**config.mk**
```make
export PLATFORM = sky130hd
export DESIGN_NAME = pwm_capture_flat
export DESIGN_NICKNAME = d
export VERILOG_FILES = /design/src/rtl/pwm_capture_if.sv /design/src/rtl/pwm_capture.sv /design/src/flat_wrapper.sv
export SDC_FILE = /design/constraint.sdc
export NUM_CORES = 1
export LEC_CHECK = 0
export CORE_ASPECT_RATIO = 0.9
export CORE_MARGIN = 2
export CORE_UTILIZATION = 52
export DETAILED_ROUTE_END_ITERATION = 8
export PLACE_DENSITY = 0.84
export SYNTH_ARGS = -nofsm -noshare
export SYNTH_HDL_FRONTEND = slang
export SYNTH_SLANG_ARGS = --single-unit
```
**constraint.sdc**
```tcl
create_clock -name PCLK -period 2.2 [get_ports PCLK]
set_clock_uncertainty 0.15 [all_clocks]
set_input_delay 0.22 -clock PCLK [delete_from_list [all_inputs] [get_ports PCLK]]
set_output_delay 0.22 -clock PCLK [all_outputs]
set_load 0.02 [all_outputs]
```
**src/rtl/pwm_capture_if.sv**
```systemverilog
// rtl/pwm_capture_if.sv - APB3 register bus bundle for pwm_capture
// Purpose: carries the APB3 slave signals between a bus master and pwm_capture.
// Ports (members): PSEL, PENABLE, PWRITE, PADDR[31:0], PWDATA[31:0] from the master;
//                  PRDATA[31:0], PREADY, PSLVERR from the slave.
interface pwm_capture_if;
    logic        PSEL;
    logic        PENABLE;
    logic        PWRITE;
    logic [31:0] PADDR;
    logic [31:0] PWDATA;
    logic [31:0] PRDATA;
    logic        PREADY;
    logic        PSLVERR;

    modport master (
        output PSEL, PENABLE, PWRITE, PADDR, PWDATA,
        input  PRDATA, PREADY, PSLVERR
    );

    modport slave (
        input  PSEL, PENABLE, PWRITE, PADDR, PWDATA,
        output PRDATA, PREADY, PSLVERR
    );
endinterface

```
**src/rtl/pwm_capture.sv**
```systemverilog
// rtl/pwm_capture.sv - servo PWM pulse-width / period capture with APB3 readout
// Purpose: measures high time and period of an asynchronous PWM input, flags
//          in-range pulses and lost signal, and exposes results over APB3.
// Ports: PCLK       - clock, all logic on rising edge
//        PRESET     - synchronous active-high reset
//        apb        - APB3 slave (PSEL/PENABLE/PWRITE/PADDR/PWDATA in, PRDATA/PREADY/PSLVERR out)
//        pwm_in     - asynchronous PWM input
//        sample_irq - one-cycle pulse per completed measurement
module pwm_capture #(
    parameter int unsigned PWM_TIMEOUT = 4000000,
    parameter int unsigned PW_MIN      = 100000,
    parameter int unsigned PW_MAX      = 200000
) (
    input  logic          PCLK,
    input  logic          PRESET,
    pwm_capture_if.slave  apb,
    input  logic          pwm_in,
    output logic          sample_irq
);

    localparam logic [31:0] TIMEOUT_C = 32'(PWM_TIMEOUT);
    localparam logic [31:0] PW_MIN_C  = 32'(PW_MIN);
    localparam logic [31:0] PW_MAX_C  = 32'(PW_MAX);

    typedef enum logic [1:0] {
        IDLE = 2'd0,
        HIGH = 2'd1,
        LOW  = 2'd2
    } state_t;

    state_t      state;
    state_t      state_nxt;

    logic        s1;
    logic        s2;
    logic        s3;
    logic        rise;
    logic        fall;

    logic [31:0] hi_cnt;
    logic [31:0] per_cnt;
    logic [31:0] pw_pending;
    logic [31:0] pw_reg;
    logic [31:0] period_reg;
    logic [31:0] samples;
    logic        valid;
    logic        new_flag;
    logic        timeout_flag;
    logic        in_range;

    logic        do_start;
    logic        do_latch;
    logic        do_capture;
    logic        do_timeout;
    logic        timed_out;

    logic        rd_setup;
    logic        rd_status;
    logic        soft_clr;
    logic [31:0] rd_mux;
    logic        unused_bits;

    assign rise      = s2 & ~s3;
    assign fall      = ~s2 & s3;
    assign timed_out = (per_cnt >= TIMEOUT_C);

    assign rd_setup  = apb.PSEL & ~apb.PWRITE & ~apb.PENABLE;
    assign rd_status = apb.PSEL & ~apb.PWRITE & apb.PENABLE & (apb.PADDR[7:0] == 8'h08);
    assign soft_clr  = apb.PSEL & apb.PWRITE & apb.PENABLE & (apb.PADDR[7:0] == 8'h14);

    assign apb.PREADY  = 1'b1;
    assign apb.PSLVERR = 1'b0;

    // Write data and upper address bits carry no meaning for this block.
    assign unused_bits = ^{apb.PWDATA, apb.PADDR[31:8]};

    function automatic logic [31:0] sat_inc(input logic [31:0] v);
        return (v == 32'hFFFF_FFFF) ? v : v + 32'd1;
    endfunction

    // A rise in LOW beats a simultaneous timeout; a soft clear beats everything.
    always_comb begin
        state_nxt  = state;
        do_start   = 1'b0;
        do_latch   = 1'b0;
        do_capture = 1'b0;
        do_timeout = 1'b0;
        case (state)
            IDLE: begin
                if (rise) begin
                    do_start  = 1'b1;
                    state_nxt = HIGH;
                end
            end
            HIGH: begin
                if (timed_out) begin
                    do_timeout = 1'b1;
                    state_nxt  = IDLE;
                end else if (fall) begin
                    do_latch  = 1'b1;
                    state_nxt = LOW;
                end
            end
            LOW: begin
                if (rise) begin
                    do_capture = 1'b1;
                    do_start   = 1'b1;
                    state_nxt  = HIGH;
                end else if (timed_out) begin
                    do_timeout = 1'b1;
                    state_nxt  = IDLE;
                end
            end
            default: state_nxt = IDLE;
        endcase
        if (soft_clr) begin
            state_nxt  = IDLE;
            do_start   = 1'b0;
            do_latch   = 1'b0;
            do_capture = 1'b0;
            do_timeout = 1'b0;
        end
    end

    always_comb begin
        rd_mux = 32'hFFFF_FFFF;
        case (apb.PADDR[7:0])
            8'h00:   rd_mux = pw_reg;
            8'h04:   rd_mux = period_reg;
            8'h08:   rd_mux = {28'b0, timeout_flag, in_range, new_flag, valid};
            8'h0C:   rd_mux = samples;
            8'h10:   rd_mux = {31'b0, s2};
            default: rd_mux = 32'hFFFF_FFFF;
        endcase
    end

    always_ff @(posedge PCLK) begin
        if (PRESET) begin
            state        <= IDLE;
            s1           <= 1'b0;
            s2           <= 1'b0;
            s3           <= 1'b0;
            hi_cnt       <= '0;
            per_cnt      <= '0;
            pw_pending   <= '0;
            pw_reg       <= '0;
            period_reg   <= '0;
            samples      <= '0;
            valid        <= 1'b0;
            new_flag     <= 1'b0;
            timeout_flag <= 1'b0;
            in_range     <= 1'b0;
            sample_irq   <= 1'b0;
            apb.PRDATA   <= '0;
        end else begin
            s1         <= pwm_in;
            s2         <= s1;
            s3         <= s2;
            state      <= state_nxt;
            sample_irq <= do_capture;

            // Read data is frozen at setup so a same-cycle capture cannot tear it.
            if (rd_setup) begin
                apb.PRDATA <= rd_mux;
            end

            if (soft_clr) begin
                hi_cnt       <= '0;
                per_cnt      <= '0;
                pw_pending   <= '0;
                pw_reg       <= '0;
                period_reg   <= '0;
                samples      <= '0;
                valid        <= 1'b0;
                new_flag     <= 1'b0;
                timeout_flag <= 1'b0;
                in_range     <= 1'b0;
            end else begin
                if (do_start) begin
                    hi_cnt  <= 32'd1;
                    per_cnt <= 32'd1;
                end else if (state != IDLE) begin
                    hi_cnt  <= sat_inc(hi_cnt);
                    per_cnt <= sat_inc(per_cnt);
                end

                if (do_latch) begin
                    pw_pending <= hi_cnt;
                end

                if (do_capture) begin
                    pw_reg     <= pw_pending;
                    period_reg <= per_cnt;
                    valid      <= 1'b1;
                    samples    <= samples + 32'd1;
                    in_range   <= (pw_pending >= PW_MIN_C) && (pw_pending <= PW_MAX_C);
                end

                // A lost signal is no longer a valid or in-range signal.
                if (do_timeout) begin
                    valid        <= 1'b0;
                    in_range     <= 1'b0;
                    timeout_flag <= 1'b1;
                end else if (rd_status) begin
                    timeout_flag <= 1'b0;
                end

                if (do_capture) begin
                    new_flag <= 1'b1;
                end else if (rd_status) begin
                    new_flag <= 1'b0;
                end
            end
        end
    end

endmodule

```
**src/flat_wrapper.sv**
```systemverilog
// flat-port wrapper written by rule: the top's interface ports become plain ports
module pwm_capture_flat 
#(
    parameter int unsigned PWM_TIMEOUT = 4000000,
    parameter int unsigned PW_MIN      = 100000,
    parameter int unsigned PW_MAX      = 200000
)
  (PCLK, PRESET, pwm_in, sample_irq, apb_PSEL, apb_PENABLE, apb_PWRITE, apb_PADDR, apb_PWDATA, apb_PRDATA, apb_PREADY, apb_PSLVERR);
  pwm_capture_if apb_i ();
  input  logic PCLK;
  input  logic PRESET;
  input  logic pwm_in;
  output logic sample_irq;
  input wire logic [$bits(apb_i.PSEL)-1:0] apb_PSEL;
  input wire logic [$bits(apb_i.PENABLE)-1:0] apb_PENABLE;
  input wire logic [$bits(apb_i.PWRITE)-1:0] apb_PWRITE;
  input wire logic [$bits(apb_i.PADDR)-1:0] apb_PADDR;
  input wire logic [$bits(apb_i.PWDATA)-1:0] apb_PWDATA;
  output wire logic [$bits(apb_i.PRDATA)-1:0] apb_PRDATA;
  output wire logic [$bits(apb_i.PREADY)-1:0] apb_PREADY;
  output wire logic [$bits(apb_i.PSLVERR)-1:0] apb_PSLVERR;
  assign apb_i.PSEL = apb_PSEL;
  assign apb_i.PENABLE = apb_PENABLE;
  assign apb_i.PWRITE = apb_PWRITE;
  assign apb_i.PADDR = apb_PADDR;
  assign apb_i.PWDATA = apb_PWDATA;
  assign apb_PRDATA = apb_i.PRDATA;
  assign apb_PREADY = apb_i.PREADY;
  assign apb_PSLVERR = apb_i.PSLVERR;
  pwm_capture #(.PWM_TIMEOUT(PWM_TIMEOUT), .PW_MIN(PW_MIN), .PW_MAX(PW_MAX)) u_core (.PCLK(PCLK), .PRESET(PRESET), .apb(apb_i), .pwm_in(pwm_in), .sample_irq(sample_irq));
endmodule
```
==> summary.txt <==
Outcome
  • Status: finished, violations left
  • Failing checks: negative setup slack

CTS
  • Clock Pin Slew Worst Setup and Hold Paths: approximately 70 ps
  • H-Tree Level Count: 1
  • Cts bufs inserted: 24
  • CTS tree: done
  • Clock Path Buffers: 3
  • Hold buffers post-CTS: 0
  • CTS root buffer: clkbuf_16
  • Worst skew pair latency: 530 ps
  • CTS Sinks: 234

Logic synthesis
  • Sequential share of the synthesized area: 44.6%
  • Post-Syn Area: around 11000 µm²
  • Post-Synth Simple-Gate Area: 26.6%
  • Adder-Cell Fraction of Synth Area: 0.952%
  • Mapped Avg Cell Area: 8.11 µm²
  • Synth area leaders: dfxtp_1 45%, nand2_1 7.6%, a21oi_1 7.0%, nor2_1 3.4%, nand3_1 3.1%
  • Syn nets: 1374
  • Netlist cell types: 63
  • Ys flop type: dfxtp_1
  • Area share of the largest cell type after synthesis: approximately 45%
  • XOR/XNOR share of the synthesized area: ~3.6%
  • Warnings, synthesis: 0
  • Synth area leader: dfxtp_1
  • Fraction of registers with async set/reset: 0%
  • Compound-Gate Fraction of Synth Area: 19.7%
  • Number of enable flip-flop cells after synthesis: 0
  • Multiplexer share of the synthesized area: 0.381%
  • Synth Register Bits: about 230
  • Synthesized instance count: about 1300
  • Largest family of logic cells by synthesized area: simple AND/OR/NAND/NOR gates

Die
  • Core Rows: 49
  • Die outline area: ~21000 µm²
  • CORE AREA: around 20000 µm²
  • Chip Width: 154 µm
  • # IOs: about 110
  • Die Y: 139 µm
  • Starting Density: a little over half

Critical path
  • CP max stage delay: around 600 ps
  • CP Capture Type: flop
  • Top Family by Delay on Critical Path: simple AND/OR/NAND/NOR gates
  • CP Data Arrival Time: 2700 ps
  • Nature of the critical path startpoint: flop
  • Critical path class: reg -> reg
  • Largest fanout on the critical path: 7
  • Worst path cell trace: inv_2 -> ha_4 -> and4b_2 -> o31ai_4 -> or4_4 -> buf_6 -> or3_4 -> a21oi_2
  • CP required: around 2500 ps
  • Max stage delay cell, worst path: or4_4
  • CP bufs+invs: 2

Global route
  • Initial antenna violation count: 0
  • GRT Total Usage: 29.1%
  • Total grt overflow: 0
  • Global-route wire length before repair: 51300 µm
  • GR peak layer: met2
  • GR met2 Demand/Resource: 47.9%
  • Largest net degree at the start of global routing: between 60 and 70
  • Met1 usage: between 30% and 40%
  • Met3 usage: under 10%
  • Vias in the first global route: 10200

Timing
  • Tmin final: 2380 ps
  • Final Slew Violations: 0
  • Final worst slack: -179 ps
  • Hold Vio Cnt, Final: 0
  • Unrepaired setup endpoints after global routing: yes
  • Setup violators final: 21
  • Fin crit share: 108%
  • Highest clock rate: 0.420 GHz

Final layout
  • Fin area: 14100 µm²
  • Antenna cells: 0
  • Post-layout util: 70.9%
  • Area growth from synthesis to layout: 34.3%
  • Non-Filler Instances: 1751
  • Final Net Count: between 1500 and 2000
  • Share of layout cells above drive strength 1: 24.3%

Route
  • Router iterations before antenna repair: 5
  • DRT antenna net count: 0
  • Residual DRC: 0
  • Avg Vias per Cell: 6.45
  • Initial DRC count: 1208
  • Via count: 11300
  • Final wirelength: 34700 µm
  • Wire length per cell: 19.8 µm

Pwr
  • PD cells: 683 nW/µm²
  • Maximum vdd drop: ~660 µV
  • Leak Pwr: between 4 and 5 nW
  • Final Power: 9.64 mW

Place
  • Post-placement cell area: 12500 µm²
  • Inst Count DP: 1674
  • Gpl congestion: 0.879
  • Post-DP HPWL: 22100 µm
  • Pre-CTS setup slack: -423 ps
  • IO Port Bufs: 46

Run
  • Max-cap violations: 0

Worst hold path
  • Min-delay worst type: in -> reg
[per-layer routing]
layer / vias up / part of all wire [%]
met5: - / 0
met4: 0 / 4.7
met3: 140 / 9.4
met2: 663 / 47
met1: 5394 / 39
li1: 5101 / -
[cell type report]
class / instances / area (µm²)
Tap cell: 255 / 319
Inverter: 20 / 80.1
Fill cell: 1344 / 5810
Multi-Input combinational cell: 949 / 5900
Clock buffer: 28 / 667
Sequential cell: 234 / 4700
Clock inverter: 15 / 193
Timing Repair Buffer: 250 / 2260
[Yosys cell counts (25+ instances only)]
library cell and instances:
dfxtp_1 234, nand2_1 213, a21oi_1 147, nor2_1 95, clkbuf_1 75, nand3_1 65
o21ai_0 50, xnor2_1 36, a22oi_1 35, a311oi_1 34, nand4_1 32, or4_1 27
o31ai_1 25
[kinds of logic (layout without fill, tap and decap cells)]
family	count (synthesis)	count (layout)
multiplexers	4	4
flip-flops	234	234
adder cells (fa/ha/maj)	8	8
AO/OA/AOI/OAI	332	332
buffers and inverters	113	313
XOR/XNOR	43	43
AND/OR/NAND/NOR	560	560
other	2	2
[path summary, 6_finish.rpt]
path / startpoint / end / slack (ps) / cells past startpoint
setup / recovery: u_core.state[0]$_SDFFE_PP0P_ / u_core.samples[19]$_SDFFE_PP0P_ / -180 / 8
hold / removal: pwm_in / u_core.s1$_SDFF_PP0_ / 110 / 2
setup reg to reg: u_core.state[0]$_SDFFE_PP0P_ / u_core.samples[19]$_SDFFE_PP0P_ / -180 / 8
hold reg to reg: u_core.pw_reg[28]$_SDFFE_PP0P_ / u_core.pw_reg[28]$_SDFFE_PP0P_ / 310 / 2
[stage by stage]
| stage | TNS (ps) | hold WS, ps |
|---|---|---|
| 6_report | -1830 | 105 |
| 5_1_grt | -3990 | 152 |
| 4_1_cts | -556 | 98.9 |
| 3_5_place_dp | -25820 | 296 |
| 3_3_place_gp | -19820 | 292 |
| 2_1_floorplan | -354 | 198 |
[cells in the final DEF (no fill, tap or decap), types with 16 or more instances in the layout]
cell type | netlist | routed
dfxtp_1 | 234 | 221
nand2_1 | 213 | 211
buf_4 | 2 | 169
a21oi_1 | 147 | 130
nor2_1 | 95 | 93
nand3_1 | 65 | 65
clkdlybuf4s50_1 | 0 | 46
xnor2_1 | 36 | 36
a22oi_1 | 35 | 35
a311oi_1 | 34 | 34
nand4_1 | 32 | 32
clkbuf_16 | 0 | 27
o31ai_1 | 25 | 21
o21ai_0 | 50 | 20
buf_6 | 0 | 19
inv_1 | 19 | 18
a21oi_2 | 0 | 17
nor3_1 | 19 | 16
[power breakdown]
group          internal, mW  switching, mW  leakage, nW
logic                 0.391          0.492         2.40
clock network          2.65           1.76        0.420
registers              4.30         0.0471         1.90
total                  7.34           2.30         4.71
[repair_timing]
item                                    CTS  global route
pin swaps                                12            48
gates resized for setup                  23           134
endpoints found under the setup margin   86            90
gates cloned                              0             4
setup buffers                            10            22
No activity file was read; power rests on OpenSTA's default activity.
